`src/rtl/uart_tx_frame_pkg.sv`:
```
// Shared UART definitions: FSM encoding, legal oversampling ratios, line levels
// and the parity/prescale helpers used by the transmit path.
package uart_tx_frame_pkg;

  localparam int DATA_W = 8;

  localparam logic [2:0] ST_IDLE   = 3'd0;
  localparam logic [2:0] ST_START  = 3'd1;
  localparam logic [2:0] ST_DATA   = 3'd2;
  localparam logic [2:0] ST_PARITY = 3'd3;
  localparam logic [2:0] ST_STOP   = 3'd4;

  typedef enum logic [2:0] {
    IDLE   = ST_IDLE,
    START  = ST_START,
    DATA   = ST_DATA,
    PARITY = ST_PARITY,
    STOP   = ST_STOP
  } tx_state_e;

  localparam logic [5:0] PRESC_8  = 6'd8;
  localparam logic [5:0] PRESC_16 = 6'd16;
  localparam logic [5:0] PRESC_32 = 6'd32;

  localparam logic START_BIT = 1'b0;
  localparam logic STOP_BIT  = 1'b1;

  // Even parity is the plain XOR; odd parity inverts it.
  function automatic logic parity_bit(input logic [DATA_W-1:0] data, input logic odd);
    return (^data) ^ odd;
  endfunction

  function automatic logic presc_legal(input logic [5:0] presc);
    return (presc == PRESC_8) || (presc == PRESC_16) || (presc == PRESC_32);
  endfunction

endpackage

```
`src/rtl/uart_tx_bit_timer.sv`:
```
// Bit-period timer: counts oversampled clocks 0..Prescale-1 and strobes bit_done
// on the last clock of each bit.
module uart_tx_bit_timer
  import uart_tx_frame_pkg::*;
(
  input  logic       CLK,
  input  logic       RST,
  input  logic       i_clear,
  input  logic [5:0] i_prescale,
  output logic       o_bit_done
);

  logic [4:0] r_cnt;
  logic [5:0] w_last;

  // Compare at 6 bits so Prescale=32 (last count 31) needs no special case.
  assign w_last     = i_prescale - 6'd1;
  assign o_bit_done = ({1'b0, r_cnt} == w_last) && !i_clear;

  // Edge counter, held at zero while cleared and wrapped at the end of each bit.
  always_ff @(posedge CLK or negedge RST) begin
    if (!RST) begin
      r_cnt <= 5'd0;
    end else if (i_clear || o_bit_done) begin
      r_cnt <= 5'd0;
    end else begin
      r_cnt <= r_cnt + 5'd1;
    end
  end

endmodule

```
`src/rtl/uart_tx_frame.sv`:
```
// UART transmitter: start bit, LSB-first data, optional parity, stop bit, each
// held for Prescale clocks; back-to-back frames chain without an idle cycle.
module uart_tx_frame
  import uart_tx_frame_pkg::*;
#(
  parameter int DATA_WIDTH = DATA_W
) (
  input  logic                  CLK,
  input  logic                  RST,
  input  logic [DATA_WIDTH-1:0] P_DATA,
  input  logic                  Data_Valid,
  input  logic                  PAR_EN,
  input  logic                  PAR_TYP,
  input  logic [5:0]            Prescale,
  output logic                  TX_OUT,
  output logic                  Busy
);

  tx_state_e             r_state;
  tx_state_e             w_state_nxt;
  logic [2:0]            r_idx;
  logic [2:0]            w_idx_nxt;
  logic [DATA_WIDTH-1:0] r_data;
  logic                  r_par_en;
  logic                  r_par_typ;
  logic [5:0]            r_presc;
  logic                  r_tx;
  logic                  r_busy;
  logic                  w_tx_nxt;
  logic                  w_req_ok;
  logic                  w_accept;
  logic                  w_bit_done;
  logic                  w_clear;

  assign w_req_ok = Data_Valid && presc_legal(Prescale);
  assign w_clear  = (r_state == IDLE);
  assign TX_OUT   = r_tx;
  assign Busy     = r_busy;

  uart_tx_bit_timer u_bit_timer (
    .CLK        (CLK),
    .RST        (RST),
    .i_clear    (w_clear),
    .i_prescale (r_presc),
    .o_bit_done (w_bit_done)
  );

  // Next-state, bit index and accept decision.
  always_comb begin
    w_state_nxt = r_state;
    w_idx_nxt   = r_idx;
    w_accept    = 1'b0;
    case (r_state)
      IDLE: begin
        if (w_req_ok) begin
          w_accept    = 1'b1;
          w_state_nxt = START;
        end else begin
          w_state_nxt = IDLE;
        end
      end
      START: begin
        if (w_bit_done) begin
          w_state_nxt = DATA;
          w_idx_nxt   = 3'd0;
        end else begin
          w_state_nxt = START;
        end
      end
      DATA: begin
        if (w_bit_done && (r_idx == 3'd7)) begin
          w_idx_nxt   = 3'd0;
          w_state_nxt = r_par_en ? PARITY : STOP;
        end else if (w_bit_done) begin
          w_idx_nxt   = r_idx + 3'd1;
        end else begin
          w_state_nxt = DATA;
        end
      end
      PARITY: begin
        if (w_bit_done) begin
          w_state_nxt = STOP;
        end else begin
          w_state_nxt = PARITY;
        end
      end
      STOP: begin
        if (w_bit_done && w_req_ok) begin
          w_accept    = 1'b1;
          w_state_nxt = START;
        end else if (w_bit_done) begin
          w_state_nxt = IDLE;
        end else begin
          w_state_nxt = STOP;
        end
      end
      default: begin
        w_state_nxt = IDLE;
        w_idx_nxt   = 3'd0;
      end
    endcase
  end

  // Line level for the cycle after the edge, so TX_OUT can be registered.
  always_comb begin
    w_tx_nxt = STOP_BIT;
    case (w_state_nxt)
      IDLE:    w_tx_nxt = STOP_BIT;
      START:   w_tx_nxt = START_BIT;
      DATA:    w_tx_nxt = r_data[w_idx_nxt];
      PARITY:  w_tx_nxt = parity_bit(r_data, r_par_typ);
      STOP:    w_tx_nxt = STOP_BIT;
      default: w_tx_nxt = STOP_BIT;
    endcase
  end

  // State, index and registered line outputs.
  always_ff @(posedge CLK or negedge RST) begin
    if (!RST) begin
      r_state <= IDLE;
      r_idx   <= 3'd0;
      r_tx    <= STOP_BIT;
      r_busy  <= 1'b0;
    end else begin
      r_state <= w_state_nxt;
      r_idx   <= w_idx_nxt;
      r_tx    <= w_tx_nxt;
      r_busy  <= (w_state_nxt != IDLE);
    end
  end

  // Frame parameters are frozen at accept and ignored for the rest of the frame.
  always_ff @(posedge CLK or negedge RST) begin
    if (!RST) begin
      r_data    <= '0;
      r_par_en  <= 1'b0;
      r_par_typ <= 1'b0;
      r_presc   <= 6'd0;
    end else if (w_accept) begin
      r_data    <= P_DATA;
      r_par_en  <= PAR_EN;
      r_par_typ <= PAR_TYP;
      r_presc   <= Prescale;
    end else begin
      r_data    <= r_data;
      r_par_en  <= r_par_en;
      r_par_typ <= r_par_typ;
      r_presc   <= r_presc;
    end
  end

endmodule

```
`config.mk`:
```
export PLATFORM = sky130hd
export DESIGN_NAME = uart_tx_frame
export DESIGN_NICKNAME = d
export VERILOG_FILES = /design/src/rtl/uart_tx_frame_pkg.sv /design/src/rtl/uart_tx_bit_timer.sv /design/src/rtl/uart_tx_frame.sv
export SDC_FILE = /design/constraint.sdc
export NUM_CORES = 1
export LEC_CHECK = 0
export CORE_ASPECT_RATIO = 0.8
export CORE_MARGIN = 4
export CORE_UTILIZATION = 49
export CTS_CLUSTER_DIAMETER = 50
export DETAILED_ROUTE_END_ITERATION = 10
export HOLD_SLACK_MARGIN = 0.02
export PLACE_DENSITY = 0.75
export SLEW_MARGIN = 20
export SYNTH_ARGS = -nofsm -noshare
export SYNTH_HDL_FRONTEND = slang
export SYNTH_SLANG_ARGS = --single-unit
```
`constraint.sdc`:
```
create_clock -name CLK -period 3.97 [get_ports CLK]
set_clock_uncertainty 0.15 [all_clocks]
set_input_delay 0.5955 -clock CLK [delete_from_list [all_inputs] [get_ports CLK]]
set_output_delay 0.5955 -clock CLK [all_outputs]
set_load 0.01 [all_outputs]
```
==> key figures, run 1 <==
Setup path
  • Worst R2R Path Depth: 13
  • Crit path required time: 4.04 ns
  • WP data arrival: 3.83 ns
  • FF-to-FF setup slack: 0.20 ns
  • Crit end category: flop
  • R2R Path Start: r_presc[2]
  • Max FO, Critical Path: 4
  • Slowest stage delay, CP: 0.56 ns
  • Crit start category: flop
  • Crit path kind: reg2reg
  • Capturing point of the worst reg2reg path: TX_OUT
  • Worst path cell trace: or4_4, o21ai_2, or4b_4, or3_4, ha_1, inv_1, nand3_2, a41oi_2, buf_4, nor3b_2, a2111oi_0, or4_1, a31oi_1
  • Slowest CP cell: or4_4

Floorplan
  • Starting Density: 52.6%
  • Num rows: 18
  • Die X: 73.3 um
  • Die height: 60.2 um
  • Die area: 0.00441 sq mm
  • CORE AREA: 0.00318 sq mm
  • I/O Pins: 21

Yosys
  • Synth Flop Type: dfrtp_1
  • Syn Std Cell Area: 0.00167 sq mm
  • Most numerous cell in the Yosys netlist: dfrtp_1
  • Sequential share of the synthesized area: 43.6%
  • Synthesized flop and latch total: 29
  • Simple-Gate Fraction of Synth Area: 19.3%
  • Synth Instances: 161
  • Netlist cell types: 43
  • Synth area leaders: dfrtp_1 (42%), mux2_2 (8.1%), xnor2_1 (5.2%)
  • Post-Synth Adder-Cell Area: 3.75%
  • Synth Area per Inst: 10.4 sq um
  • Synth Area in XOR/XNOR: 8.92%
  • Mux cell area share after synthesis: 8.70%
  • Leading cell types by count after synthesis: dfrtp_1 (28), mux2_2 (12), nor2_1 (11), xnor2_1 (10), inv_1 (9)
  • Synth Warn #: 0
  • Fraction of registers with async set/reset: 100%
  • Top-area cell type share of the netlist area: 42.0%
  • Compound-Gate Fraction of Synth Area: 12.9%
  • Syn nets: 185
  • Post-synth EDFFs: 0
  • Post-synth top area cell: dfrtp_1
  • Main combinational cell family by area after synthesis: simple AND/OR/NAND/NOR gates

Route
  • First-pass DRT Iterations: 4
  • Drt wl/cell: 15.6 um
  • Drt total wl: 3.65 mm
  • Antenna Nets Post-Route: 0
  • DR vias/cell: 5.65
  • Drt first-iter violations: 80
  • Number of remaining DRC errors: 0
  • DR vias: 1,322

Global route
  • Initial antenna violation count: 0
  • Global route total overflow: 0
  • Vias in the first global route: 1,283
  • Global-route wire length before repair: 6.27 mm
  • Global-route usage over all layers: 19.5%
  • Largest net degree at the start of global routing: 30

Layout
  • Antenna Cells: 0
  • # nets final: 217
  • Area Growth Syn to Fin: 26.8%
  • Fillers: 239
  • Design area: 0.00212 sq mm
  • Layout cells sized above 1: 24.2%

Power and ir drop
  • Switching Power: 444 uW
  • Seq pwr share: 34.9%
  • P_int: 810 uW
  • PD cells: 592 mW/mm^2
  • Sw frac: 35.4%
  • Leak: 0.000953 uW
  • Max rail drop VDD: 0.000358 V
  • Comb pwr share: 39.3%
  • Power Total: 1250 uW
  • Clock network fraction of total power: 25.9%

Clock network
  • Sink Count: 29
  • Clk_lat worst skew: 0.29 ns
  • Hold-fix buffers at CTS: 0
  • H-Tree Depth: 2
  • Clock-pin slew on the worst setup and hold paths: 0.07 ns
  • Longest Clk Path Bufs: 2
  • CTS tree: yes
  • CTS buffer count: 5
  • CTS root buffer: clkbuf_8

STA
  • Measured slew at the worst slew-check pin: 0.765 ns
  • Period utilization: 94.8%
  • Setup Viol. Count Final: 0
  • Achievable Freq: 266 MHz
  • Slew margin rel.: 49.0%
  • Slew Limit Fails: 0
  • Hold Worst Slack: 0.351 ns
  • Fin. Hold Viols: 0
  • Slack of the critical path: 0.205 ns
  • Min Clock Period, post-route: 3.77 ns
  • Setup Total Neg Slack: 0 ns
  • Unrepaired setup endpoints after global routing: no

Place
  • Global placer's final weighted congestion: 0.855
  • Dpl hpwl: 2.80 mm
  • Area after DPL: 0.00194 sq mm
  • I/O Buffers: 20
  • Pre-CTS setup slack: -0.131 ns

Status
  • Status: complete, no violations

Hold path
  • Hold depth: 1
  • Hold endpoint: u_bit_timer.r_cnt[0]
  • Min-delay src: u_bit_timer.r_cnt[0]
  • Worst Hold Class: reg2reg

Run
  • Max-Cap Viols: 0
power groups by stage:
| stage | clock network (uW) | registers, uW | logic, uW |
|---|---|---|---|
| 2_1_floorplan | 0 | 422 | 329 |
| 3_3_place_gp | 0 | 436 | 437 |
| 3_5_place_dp | 0 | 440 | 450 |
| 4_1_cts | 326 | 435 | 453 |
| 5_1_grt | 344 | 447 | 550 |
| 6_report | 325 | 437 | 493 |
registers in the layout, summed over array words and instances, names as in the netlist:
name / flops
r_par_typ: 1
u_bit_timer.r_cnt: 5
r_par_en: 1
r_data: 8
r_state: 3
Busy: 1
TX_OUT: 1
r_idx: 3
r_presc: 6
per-layer routing:
layer / up-vias / track usage, % / share of wire (%)
met5: - / 0 / 0
met4: 0 / 7.89 / 1.0
met3: 4 / 7.73 / 9.1
met2: 48 / 27.6 / 43
met1: 627 / 26.4 / 46
li1: 643 / - / -
cells in the final DEF, fill, tap and decap left out, types with 2 or more instances in the layout:
master,synthesis,routed
a21oi_1,5,5
a2111oi_0,3,2
nor4b_1,2,2
o21bai_1,2,2
mux2_2,12,12
nor3b_1,5,2
nor3b_2,0,3
a31oi_1,5,5
xor2_1,7,7
nor2b_1,4,4
buf_4,0,8
inv_1,9,8
nor3_1,4,4
dfrtp_1,28,28
a2111oi_1,1,2
ha_1,5,5
nand2b_1,2,2
o21ai_0,7,6
nand3_1,5,4
or3_1,3,3
nor2_1,11,11
o21ai_2,1,2
nand2_1,8,8
xnor2_1,10,10
clkdlybuf4s50_1,0,20
clkbuf_8,0,6
through the flow:
| step | util, % | cells |
|---|---|---|
| floorplan | - | 161 |
| global placement | 61.2 | 223 |
| detailed placement | 61.2 | 223 |
| CTS | 65.2 | 232 |
| global route | 66.7 | 234 |
| finish | 66.7 | 234 |
worst max-delay path, delay by kind of cell, from the launching register on:
| kind | cells | cell delay, ns |
|---|---|---|
| and+or+nand+nor | 6 | 2.18 |
| AOI/OAI and AO/OA | 4 | 0.45 |
| DFF | 1 | 0.39 |
| adders and majority gates | 1 | 0.28 |
| buffers and inverters | 2 | 0.24 |
final cells by class:
class,instances,area [sq um],share of cell area [%]
timing repair buffer,28,260,12.3
inverter,9,33.8,1.60
multi-input combinational,120,926,43.7
clock buffer,6,82.6,3.90
clock inverter,2,37.5,1.77
sequential,29,727,34.3
tap,40,50.0,2.36
worst max-delay path by stage:
stage	startpoint	endpoint	slack, ns	cells after the start
global placement	r_presc[0]	TX_OUT	0.1	12
floorplan	r_presc[0]	TX_OUT	0.17	13
finish	r_presc[2]	TX_OUT	0.20	13
detailed placement	r_presc[0]	TX_OUT	-0.13	14
global route	r_presc[0]	TX_OUT	0.01	14
CTS	r_presc[0]	TX_OUT	0.02	15
logic make-up (layout without fill, tap and decap cells):
| group | after synthesis | in the layout |
|---|---|---|
| compound gates | 30 | 30 |
| mux | 13 | 13 |
| simple gates | 55 | 55 |
| xor+xnor | 17 | 17 |
| buf+inv | 12 | 45 |
| flops | 29 | 29 |
| fa+ha+maj | 5 | 5 |
timing repair:
action	4_1_cts	5_1_grt
setup buffers	1	2
resized for setup	2	9
endpoints found under the setup margin	1	1
endpoints found under the hold margin	0	0
pin swaps	0	6
No activity file was read; power rests on OpenSTA's default activity.
==> inputs of run 2 (changes only) <==
Settings changed: MAX_ROUTING_LAYER from default to met4, TNS_END_PERCENT from default to 100.
==> run 2 against run 1 <==
  * First-iteration DRC count increased by 31%
  * Core utilization increased by 0.35 points
  * Via count increased by 0.61%
  * Worst setup slack worse by 0.15 ns
  * Combinational power rose by 3%
  * Largest power group unchanged
==> key figures, run 2 (same netlist as run 1, synthesis figures left out) <==
Layout
  • Leading registers by flop count: r_data x8, r_presc x6, u_bit_timer.r_cnt x5
  • Reg with most FFs: r_data
  • Area Growth Syn to Fin: 27.5%
  • Non-filler cells, final: 234
  • Antenna Cells: 0
  • Most frequent cells in the layout: dfrtp_1 (28), clkdlybuf4s50_1 (20), mux2_2 (12), nor2_1 (11), xnor2_1 (10)
  • Design area: 0.00213 sq mm
  • Flip-flop count of the largest register after layout: 8
  • # nets final: 217
  • Post-Route Utilization: 67.0%
  • Commonest non-fill, non-tap cell in the layout: dfrtp_1
  • Layout cells sized above 1: 23.2%

Hold path
  • Hold endpoint: u_bit_timer.r_cnt[0]
  • Worst Hold Class: reg2reg
  • Min-delay src: u_bit_timer.r_cnt[0]
  • Hold depth: 1

Clock network
  • Longest Clk Path Bufs: 2
  • Clock-pin slew on the worst setup and hold paths: 0.06 ns
  • CTS buffer count: 5
  • CTS tree: yes
  • CTS root buffer: clkbuf_8
  • Sink Count: 29
  • Hold-fix buffers at CTS: 0
  • Clk_lat worst skew: 0.28 ns
  • H-Tree Depth: 2

Global route
  • Global-route wire length before repair: 6.06 mm
  • Vias in the first global route: 1,292
  • Global-route usage over all layers: 18.7%
  • Global route total overflow: 0
  • Initial antenna violation count: 0
  • Largest net degree at the start of global routing: 30

Setup path
  • Slowest CP cell: or4_4
  • Crit start category: flop
  • Capturing point of the worst reg2reg path: TX_OUT
  • Crit path kind: reg2reg
  • CP bufs+invs: 1
  • CP delay by family, top: simple AND/OR/NAND/NOR gates
  • Crit path required time: 4.01 ns
  • Crit end category: flop
  • Worst path cell trace: or4_4, o21ai_2, or4b_4, or3_4, ha_4, inv_1, nand3_2, a41oi_4, or2_4, a2111oi_2, or4_1, a31oi_1
  • R2R Path Start: r_presc[1]
  • Worst R2R Path Depth: 12
  • WP data arrival: 3.96 ns
  • FF-to-FF setup slack: 0.05 ns
  • Max FO, Critical Path: 5
  • CP startpoint: r_presc[1]
  • Slowest stage delay, CP: 0.55 ns

Floorplan
  • I/O Pins: 21
  • Starting Density: 52.6%
  • CORE AREA: 0.00318 sq mm
  • Num rows: 18
  • Die X: 73.3 um
  • Die height: 60.2 um
  • Die area: 0.00441 sq mm

STA
  • Measured slew at the worst slew-check pin: 0.811 ns
  • Period utilization: 98.7%
  • Fin. Hold Viols: 0
  • Setup Viol. Count Final: 0
  • Slew Limit Fails: 0
  • Achievable Freq: 255 MHz
  • Slew margin rel.: 45.9%
  • Min Clock Period, post-route: 3.92 ns

Route
  • Antenna Nets Post-Route: 0
  • DR vias: 1,330
  • Drt wl/cell: 15.8 um
  • Drt total wl: 3.70 mm
  • Drt first-iter violations: 105
  • Number of remaining DRC errors: 0
  • DR vias/cell: 5.68
  • First-pass DRT Iterations: 4

Run
  • Max-Cap Viols: 0

Power and ir drop
  • Max rail drop VDD: 0.000258 V
  • Leak: 0.000946 uW
  • PD cells: 592 mW/mm^2

Status
  • Status: complete, no violations

Place
  • I/O Buffers: 20
  • Global placer's final weighted congestion: 0.858
  • DP Cell Count: 223
  • Dpl hpwl: 2.75 mm
  • Area after DPL: 0.00194 sq mm
-- run 2: changes by cell type in the layout (fill, tap and decap cells not counted) --
cell        change
nor3b_1         +2
nor3b_2         -2
a2111oi_1       -1
a2111oi_2       +1
a41oi_2         -1
a41oi_4         +1
clkbuf_1        +1
clkinvlp_4      -1
ha_1            -1
ha_4            +1
o21ai_1         +1
o21ai_2         -1
-- run 2: per-stage QoR --
stage | total power (uW) | TNS, ns | hold slack (ns) | worst slack, ns
2_1_floorplan | 752 | 0 | 0.150 | 0.175
3_3_place_gp | 872 | 0 | 0.352 | 0.0978
3_5_place_dp | 888 | -0.0546 | 0.364 | -0.0546
4_1_cts | 1210 | 0 | 0.373 | 0.0212
5_1_grt | 1330 | -0.0441 | 0.389 | -0.0441
6_report | 1260 | 0 | 0.371 | 0.0512
-- run 2: final cells by class --
type	count	area (sq um)
clock buffers	7	86.3
fillers	239	1050
repair buffers	28	260
clock inverters	1	30.0
well taps	40	50.0
multi-input cells	120	941
inverters	9	33.8
flip-flops and latches	29	727
-- run 2: worst max path at each step --
stage          endpoint  slack (ns)  cells past startpoint
2_1_floorplan    TX_OUT        0.17                     13
3_3_place_gp     TX_OUT         0.1                     12
3_5_place_dp     TX_OUT       -0.05                     12
4_1_cts          TX_OUT        0.02                     12
5_1_grt          TX_OUT       -0.04                     12
6_report         TX_OUT        0.05                     12
-- run 2: worst reg2reg max path, cell delays in order, from the launching register on --
cell       delay, ns
dfrtp_1         0.40
or4_4           0.55
o21ai_2         0.16
or4b_4          0.48
or3_4           0.41
ha_4            0.21
inv_1           0.08
nand3_2         0.11
a41oi_4         0.25
or2_4           0.19
a2111oi_2       0.07
or4_1           0.55
a31oi_1         0.23
-- run 2: routing by layer --
metal  global-route usage, %  vias up  wire length (um)
met3                    4.03        5               200
li1                        -      644                 -
met5                       -        -                 0
met4                    5.53        0                33
met2                    26.9       31              1630
met1                    26.3      650              1830
-- run 2: repair_timing --
item	4_1_cts	5_1_grt
gates resized for setup	3	8
endpoints found under the hold margin	0	0
pin swaps	0	6
buffers inserted	0	3
endpoints found under the setup margin	1	1
-- run 2: report_power, final --
group	internal, uW	switching [uW]	total (uW)
Clock	204	110	315
Sequential	365	73.6	438
Combinational	242	264	506
==> inputs of run 3 (changes only) <==
Settings changed: MAX_ROUTING_LAYER met4 to default.
==> results of run 3 <==
Final layout, timing and power as in run 1 (identical DEF).
